### src/rtl/spi_slave_core_pkg.sv
// rtl/spi_slave_core_pkg.sv - shared state type and counter sizing for the SPI slave core
package spi_slave_core_pkg;

  typedef enum logic {
    IDLE  = 1'b0,
    SHIFT = 1'b1
  } state_t;

  localparam int WIDTH_DEFAULT = 8;
  localparam int CNT_W = $clog2(WIDTH_DEFAULT + 1);

  // Bit counter must hold 0..WIDTH.
  function automatic int cnt_width(input int width);
    return $clog2(width + 1);
  endfunction

endpackage

### src/rtl/spi_slave_core_sync_debounce.sv
// rtl/spi_slave_core_sync_debounce.sv - sync_debounce: 2-flop synchroniser plus stability counter
// Produces a conditioned level and single-cycle rise/fall pulses aligned with its change.
module sync_debounce #(
  parameter int   DEBOUNCE  = 3,
  parameter logic RESET_VAL = 1'b0
) (
  input  logic clk,
  input  logic reset,
  input  logic din,
  output logic dout,
  output logic rise,
  output logic fall
);

  logic       s1;
  logic       s2;
  logic [7:0] cnt;

  // Sync flops start at the conditioned reset value so release never looks like an edge.
  always_ff @(posedge clk) begin
    if (reset) begin
      s1   <= RESET_VAL;
      s2   <= RESET_VAL;
      cnt  <= 8'd0;
      dout <= RESET_VAL;
      rise <= 1'b0;
      fall <= 1'b0;
    end else begin
      s1   <= din;
      s2   <= s1;
      rise <= 1'b0;
      fall <= 1'b0;
      if (s2 == dout) begin
        cnt <= 8'd0;
      end else if (cnt == 8'(DEBOUNCE - 1)) begin
        dout <= s2;
        rise <= s2;
        fall <= ~s2;
        cnt  <= 8'd0;
      end else begin
        cnt <= cnt + 8'd1;
      end
    end
  end

endmodule

### src/rtl/spi_slave_core.sv
// rtl/spi_slave_core.sv - SPI slave with conditioned inputs, pending transmit load
// Optional feature macro: SPI_SLAVE_CORE_LOOPBACK_EN (received word reloads the transmit register).
module spi_slave_core
  import spi_slave_core_pkg::*;
#(
  parameter int WIDTH     = 8,
  parameter int DEBOUNCE  = 3,
  parameter int CPHA      = 0,
  parameter int MSB_FIRST = 1
) (
  input  logic             clk,
  input  logic             reset,
  input  logic             sclk_raw,
  input  logic             mosi_raw,
  input  logic             cs_n_raw,
  input  logic             load,
  input  logic [WIDTH-1:0] load_data,
  output logic             miso,
  output logic [WIDTH-1:0] rx_data,
  output logic             rx_valid,
  output logic             busy
);

  localparam int CW = cnt_width(WIDTH);

  logic sclk_c, sclk_rise, sclk_fall;
  logic mosi_c, mosi_rise, mosi_fall;
  logic cs_n_c, cs_rise, cs_fall;

  sync_debounce #(.DEBOUNCE(DEBOUNCE), .RESET_VAL(1'b0)) u_sclk (
    .clk(clk), .reset(reset), .din(sclk_raw), .dout(sclk_c), .rise(sclk_rise), .fall(sclk_fall)
  );
  sync_debounce #(.DEBOUNCE(DEBOUNCE), .RESET_VAL(1'b0)) u_mosi (
    .clk(clk), .reset(reset), .din(mosi_raw), .dout(mosi_c), .rise(mosi_rise), .fall(mosi_fall)
  );
  sync_debounce #(.DEBOUNCE(DEBOUNCE), .RESET_VAL(1'b1)) u_cs_n (
    .clk(clk), .reset(reset), .din(cs_n_raw), .dout(cs_n_c), .rise(cs_rise), .fall(cs_fall)
  );

  logic unused_cond;
  assign unused_cond = ^{sclk_c, mosi_rise, mosi_fall, cs_n_c};

  state_t           state;
  logic [CW-1:0]    cnt;
  logic [WIDTH-1:0] tx_sr;
  logic [WIDTH-1:0] rx_sr;
  logic             pend_valid;
  logic [WIDTH-1:0] pend_data;

  logic             sample_edge;
  logic             shift_edge;
  logic             word_done;
  logic             load_now;
  logic             first_shift;
  logic [WIDTH-1:0] rx_next;
  logic [WIDTH-1:0] tx_next;

  assign sample_edge = (state == SHIFT) && !cs_rise && ((CPHA == 0) ? sclk_rise : sclk_fall);
  assign shift_edge  = (state == SHIFT) && !cs_rise && ((CPHA == 0) ? sclk_fall : sclk_rise);
  assign word_done   = sample_edge && (cnt == CW'(WIDTH - 1));
  assign load_now    = load && ((state == IDLE) || (cnt == '0));
  // With CPHA=0 the first bit is on the wire before the first clock; its shift edge is a no-op.
  assign first_shift = (CPHA == 0) && (cnt == '0);

  always_comb begin
    rx_next = rx_sr;
    tx_next = tx_sr;
    if (MSB_FIRST != 0) begin
      rx_next = {rx_sr[WIDTH-2:0], mosi_c};
      tx_next = {tx_sr[WIDTH-2:0], 1'b0};
    end else begin
      rx_next = {mosi_c, rx_sr[WIDTH-1:1]};
      tx_next = {1'b0, tx_sr[WIDTH-1:1]};
    end
  end

  always_ff @(posedge clk) begin
    if (reset) begin
      state      <= IDLE;
      cnt        <= '0;
      tx_sr      <= '0;
      rx_sr      <= '0;
      pend_valid <= 1'b0;
      pend_data  <= '0;
      rx_data    <= '0;
      rx_valid   <= 1'b0;
    end else begin
      rx_valid <= 1'b0;
      case (state)
        IDLE: begin
          if (cs_fall) begin
            state <= SHIFT;
            cnt   <= '0;
            rx_sr <= '0;
          end
        end
        SHIFT: begin
          if (cs_rise) begin
            state <= IDLE;
            cnt   <= '0;
            rx_sr <= '0;
          end else if (sample_edge) begin
            rx_sr <= rx_next;
            if (word_done) begin
              cnt      <= '0;
              rx_data  <= rx_next;
              rx_valid <= 1'b1;
            end else begin
              cnt <= cnt + 1'b1;
            end
          end
        end
        default: state <= IDLE;
      endcase

      // Transmit register: a load always beats a same-cycle shift.
      if (load_now) begin
        tx_sr <= load_data;
      end else if (word_done && (load || pend_valid)) begin
        tx_sr <= load ? load_data : pend_data;
      end else if ((state == SHIFT) && cs_rise && pend_valid) begin
        tx_sr <= pend_data;
`ifdef SPI_SLAVE_CORE_LOOPBACK_EN
      end else if (word_done) begin
        tx_sr <= rx_next;
`endif
      end else if (shift_edge && !first_shift) begin
        tx_sr <= tx_next;
      end

      if (load_now || word_done || ((state == SHIFT) && cs_rise)) begin
        pend_valid <= 1'b0;
      end else if (load) begin
        pend_valid <= 1'b1;
        pend_data  <= load_data;
      end
    end
  end

  assign miso = (MSB_FIRST != 0) ? tx_sr[WIDTH-1] : tx_sr[0];
  assign busy = (state == SHIFT);

endmodule

### config.mk
export PLATFORM = sky130hd
export DESIGN_NAME = spi_slave_core
export DESIGN_NICKNAME = d
export VERILOG_FILES = /design/src/rtl/spi_slave_core_pkg.sv /design/src/rtl/spi_slave_core_sync_debounce.sv /design/src/rtl/spi_slave_core.sv
export SDC_FILE = /design/constraint.sdc
export NUM_CORES = 1
export LEC_CHECK = 0
export ABC_AREA = 1
export ABC_CLOCK_PERIOD_IN_PS = 4400
export CAP_MARGIN = 15
export CORE_AREA = 2 2 90 92
export CTS_BUF_LIST = sky130_fd_sc_hd__clkbuf_2
export DETAILED_ROUTE_END_ITERATION = 8
export DIE_AREA = 0 0 92 94
export GPL_TIMING_DRIVEN = 0
export PLACE_DENSITY_LB_ADDON = 0.12
export RECOVER_POWER = 50
export SYNTH_ARGS = -nofsm -noshare
export SYNTH_HDL_FRONTEND = slang
export SYNTH_SLANG_ARGS = --single-unit
### constraint.sdc
create_clock -name clk -period 4.4 [get_ports clk]
set_clock_uncertainty 0.15 [all_clocks]
set_input_delay 0.88 -clock clk [delete_from_list [all_inputs] [get_ports clk]]
set_output_delay 0.88 -clock clk [all_outputs]
set_load 0.02 [all_outputs]
==> impl_metrics.sql <==
INSERT INTO impl_metrics (metric_group, metric, value, unit) VALUES
('die', 'die_w', '92', 'um'),
('global_routing', 'first_pass_grt_wire_length', '11800', 'um'),
('die', 'std_cell_rows', '32', ''),
('critical_path', 'critical_path_required', '3.37', 'ns'),
('power_and_ir_drop', 'cellLeakagePower', '0.00170', 'uW'),
('power_and_ir_drop', 'pwr-share-seq', '58.7', '%'),
('synth', 'post_synth_inst_count', '486', ''),
('sta', 'worst_pin_slew', '0.489', 'ns'),
('synth', 'synth_cell_types', '34', ''),
('synth', 'ys.flop_type', 'sky130_fd_sc_hd__dfxtp_1', ''),
('critical_path', 'cp_cell_sequence', 'clkdlybuf4s50_1', ''),
('placement', 'placed_cells_incl_taps', '611', ''),
('placement', 'detailed_place_hpwl', '5120', 'um'),
('clock_tree', 'post-cts-setup-buffers', '0', ''),
('routing', 'vias_per_cell', '4.80', ''),
('hold_path', 'whs_path_depth', '2', ''),
('clock_tree', 'clk_pin_slew', '0.21', 'ns'),
('layout', 'final_layout_size_suffix_gt1_share', '8.19', '%'),
('critical_path', 'crit_path_class', 'register to primary output', ''),
('clock_tree', 'clock_tree.buffer_depth', '2', ''),
('clock_tree', 'cts.sink_count', '75', ''),
('critical_path', 'worstReg2RegStart', 'busy', ''),
('clock_tree', 'cts_hold_buffers', '0', ''),
('die', 'start_util', '45.6', '%'),
('critical_path', 'path_delay_family', 'buffers and inverters', ''),
('critical_path', 'arrival', '1.69', 'ns'),
('power_and_ir_drop', 'switching_component_of_the_power', '321', 'uW'),
('layout', 'nNetsFinal', '542', ''),
('global_routing', 'track_usage', '17.1', '%'),
('global_routing', 'grt_pass1_vias', '2796', ''),
('routing', 'drt-wirelength-per-cell', '10.9', 'um'),
('critical_path', 'timing.reg2reg.worst_path_depth', '8', ''),
('die', 'design.die.area', '8650', 'um^2'),
('routing', 'vias', '3012', ''),
('critical_path', 'cp_num_buf_inv', '1', ''),
('die', 'core_area', '7610', 'um^2'),
('global_routing', 'globalRouteOverflowTotal', '0', ''),
('critical_path', 'crit-reg2reg-capture', 'rx_sr[0]', ''),
('sta', 'min_period_over_period', '61.8', '%'),
('sta', 'aggregate_negative_setup_slack', '0', 'ns'),
('power_and_ir_drop', 'ir_worst_vdd', '163', 'uV'),
('synth', 'postSynthNetCount', '508', ''),
('power_and_ir_drop', 'power_density', '304', 'nW/um^2'),
('synth', 'ys_seq_area_share', '43.3', '%'),
('flow_run', 'max_capacitance_violation_total', '0', ''),
('sta', 'maxSlewViolCount', '0', ''),
('critical_path', 'crit_path_top_delay_cell', 'sky130_fd_sc_hd__clkdlybuf4s50_1', ''),
('layout', 'final_core_util', '51.6', '%'),
('clock_tree', 'numCtsBuffers', '9', ''),
('synth', 'postSynth.asyncResetShare', '0', '%'),
('power_and_ir_drop', 'netSwitchingFraction', '26.9', '%'),
('global_routing', 'antenna_found_initial', '0', ''),
('critical_path', 'worstSetupStartpointType', 'register', ''),
('sta', 'report.final.setup_viol', '0', ''),
('critical_path', 'cpPeakStageDelay', '0.67', 'ns'),
('placement', 'io_buffer_count', '23', ''),
('hold_path', 'holdPathEnd', 'u_sclk.s2', ''),
('routing', 'postRouteAntennaNets', '0', ''),
('die', 'ioPinCount', '25', ''),
('sta', 'max_slew_margin', '67.4', '%'),
('clock_tree', 'ctsRootBufferMaster', 'sky130_fd_sc_hd__clkbuf_2', ''),
('critical_path', 'ff2ff_setup_slack', '2.28', 'ns'),
('power_and_ir_drop', 'clkPwrFrac', '33.6', '%'),
('routing', 'detail_route.iter0.violations', '86', ''),
('hold_path', 'timing.hold.worst.class', 'register to register', ''),
('power_and_ir_drop', 'internal_power', '872', 'uW'),
('hold_path', 'hold_start', 'u_sclk.s1', ''),
('sta', 'max_clk_rate', '0.368', 'GHz'),
('status', 'outcome', 'finished clean', ''),
('synth', 'yosys_register_bits', '75', ''),
('synth', 'number_of_synthesized_flops_with_an_enable_pin', '0', '');
-- registers in the layout, summed over array words and instances (netlist names), 4 cells and up --
| register | count |
|---|---|
| pend_data | 8 |
| rx_data | 8 |
| tx_sr | 8 |
| u_cs_n.cnt | 8 |
| u_mosi.cnt | 8 |
| u_sclk.cnt | 8 |
| rx_sr | 7 |
| cnt | 4 |
-- cells in the final DEF, fill, tap and decap left out, types with 2 or more instances in the layout --
cell	instances
sky130_fd_sc_hd__clkbuf_2	9
sky130_fd_sc_hd__clkbuf_8	2
sky130_fd_sc_hd__or2_2	6
sky130_fd_sc_hd__nand3_1	30
sky130_fd_sc_hd__nand2_4	2
sky130_fd_sc_hd__nand2_2	3
sky130_fd_sc_hd__nor3_1	7
sky130_fd_sc_hd__nand4_1	5
sky130_fd_sc_hd__o21ai_0	27
sky130_fd_sc_hd__ha_1	8
sky130_fd_sc_hd__dfxtp_1	75
sky130_fd_sc_hd__nor2_1	99
sky130_fd_sc_hd__clkdlybuf4s50_1	22
sky130_fd_sc_hd__inv_1	49
sky130_fd_sc_hd__clkinvlp_4	2
sky130_fd_sc_hd__nor2_4	2
sky130_fd_sc_hd__xor2_1	8
sky130_fd_sc_hd__nand2_1	113
sky130_fd_sc_hd__a21oi_1	20
sky130_fd_sc_hd__nor3b_1	3
sky130_fd_sc_hd__clkbuf_1	6
sky130_fd_sc_hd__inv_6	2
sky130_fd_sc_hd__buf_2	3
sky130_fd_sc_hd__buf_6	3
sky130_fd_sc_hd__xnor2_1	2
sky130_fd_sc_hd__a211oi_1	2
sky130_fd_sc_hd__inv_2	2
-- cell families (layout without fill, tap and decap cells) --
kind of cell | after synthesis | after routing | share of synthesized area, %
simple gates | 275 | 275 | 34.5
flops | 75 | 75 | 43.3
buf+inv | 65 | 104 | 8.81
compound gates | 53 | 53 | 8.01
xor+xnor | 10 | 10 | 2.53
fa+ha+maj | 8 | 8 | 2.89
-- through the flow --
stage | power, uW | area, um^2 | worst slack (ns) | hold slack [ns]
final | 1190 | 3930 | 1.68 | 0.267
after global routing | 1260 | 3930 | 1.54 | 0.272
after CTS | 1210 | 3950 | 1.58 | 0.264
after detailed placement | 807 | 3820 | 1.73 | 0.246
after global placement | 804 | 3820 | 1.75 | 0.242
after floorplan | 776 | 3470 | 2.48 | 0.238
-- cell type report --
cell class	instances	area, um^2
fill	794	3680
buffer	14	98.8
inverter	51	191
tap	102	128
clock inverter	7	82.6
clock buffer	9	45.0
multi-input combinational	346	1650
timing repair buffer	23	230
sequential	75	1500
-- synthesized netlist by cell type, types with 3 or more instances --
cell type / count / area share (%)
sky130_fd_sc_hd__nor3_1: 7 / 1.0
sky130_fd_sc_hd__o21ai_0: 27 / 3.9
sky130_fd_sc_hd__ha_1: 8 / 2.9
sky130_fd_sc_hd__nand4_1: 5 / 0.90
sky130_fd_sc_hd__nor2_1: 99 / 11
sky130_fd_sc_hd__nor3b_1: 3 / 0.65
sky130_fd_sc_hd__nand2_2: 4 / 0.72
sky130_fd_sc_hd__nand3_1: 30 / 4.3
sky130_fd_sc_hd__dfxtp_1: 75 / 43
sky130_fd_sc_hd__nand2_4: 3 / 0.97
sky130_fd_sc_hd__inv_2: 3 / 0.32
sky130_fd_sc_hd__xor2_1: 8 / 2.0
sky130_fd_sc_hd__buf_6: 4 / 1.3
sky130_fd_sc_hd__a21oi_1: 20 / 2.9
sky130_fd_sc_hd__or2_2: 6 / 1.1
sky130_fd_sc_hd__buf_2: 5 / 0.72
sky130_fd_sc_hd__inv_1: 48 / 5.2
sky130_fd_sc_hd__nand2_1: 111 / 12
-- routing by layer --
metal	track usage [%]	part of all wire, %
met1	19.7	46
met2	30.0	49
met3	4.41	3.0
met4	7.71	2.0
met5	0	0
-- power groups by stage --
stage / clock network (uW) / registers, uW / logic (uW)
final: 401 / 701 / 91.3
after global routing: 450 / 703 / 105
after CTS: 420 / 701 / 92.8
after detailed placement: 0 / 714 / 92.3
after global placement: 0 / 713 / 90.5
after floorplan: 0 / 714 / 62.2
-- worst max-delay path by stage --
stage                from       endpoint  slack [ns]  depth (start not counted)
floorplan           reset  u_mosi.cnt[6]        2.48                          8
global placement     load       tx_sr[4]        1.75                          8
detailed placement   load       tx_sr[0]        1.73                          7
CTS                  busy           busy        1.58                          1
global route         busy           busy        1.54                          1
finish               busy           busy        1.68                          1
-- worst min-delay path: cells and delay by family (launching register included) --
family | cells | cell delay (ns)
simple gates | 1 | 0.03
buf+inv | 1 | 0.04
flops | 1 | 0.34
Power figures use the tool's default switching activity.
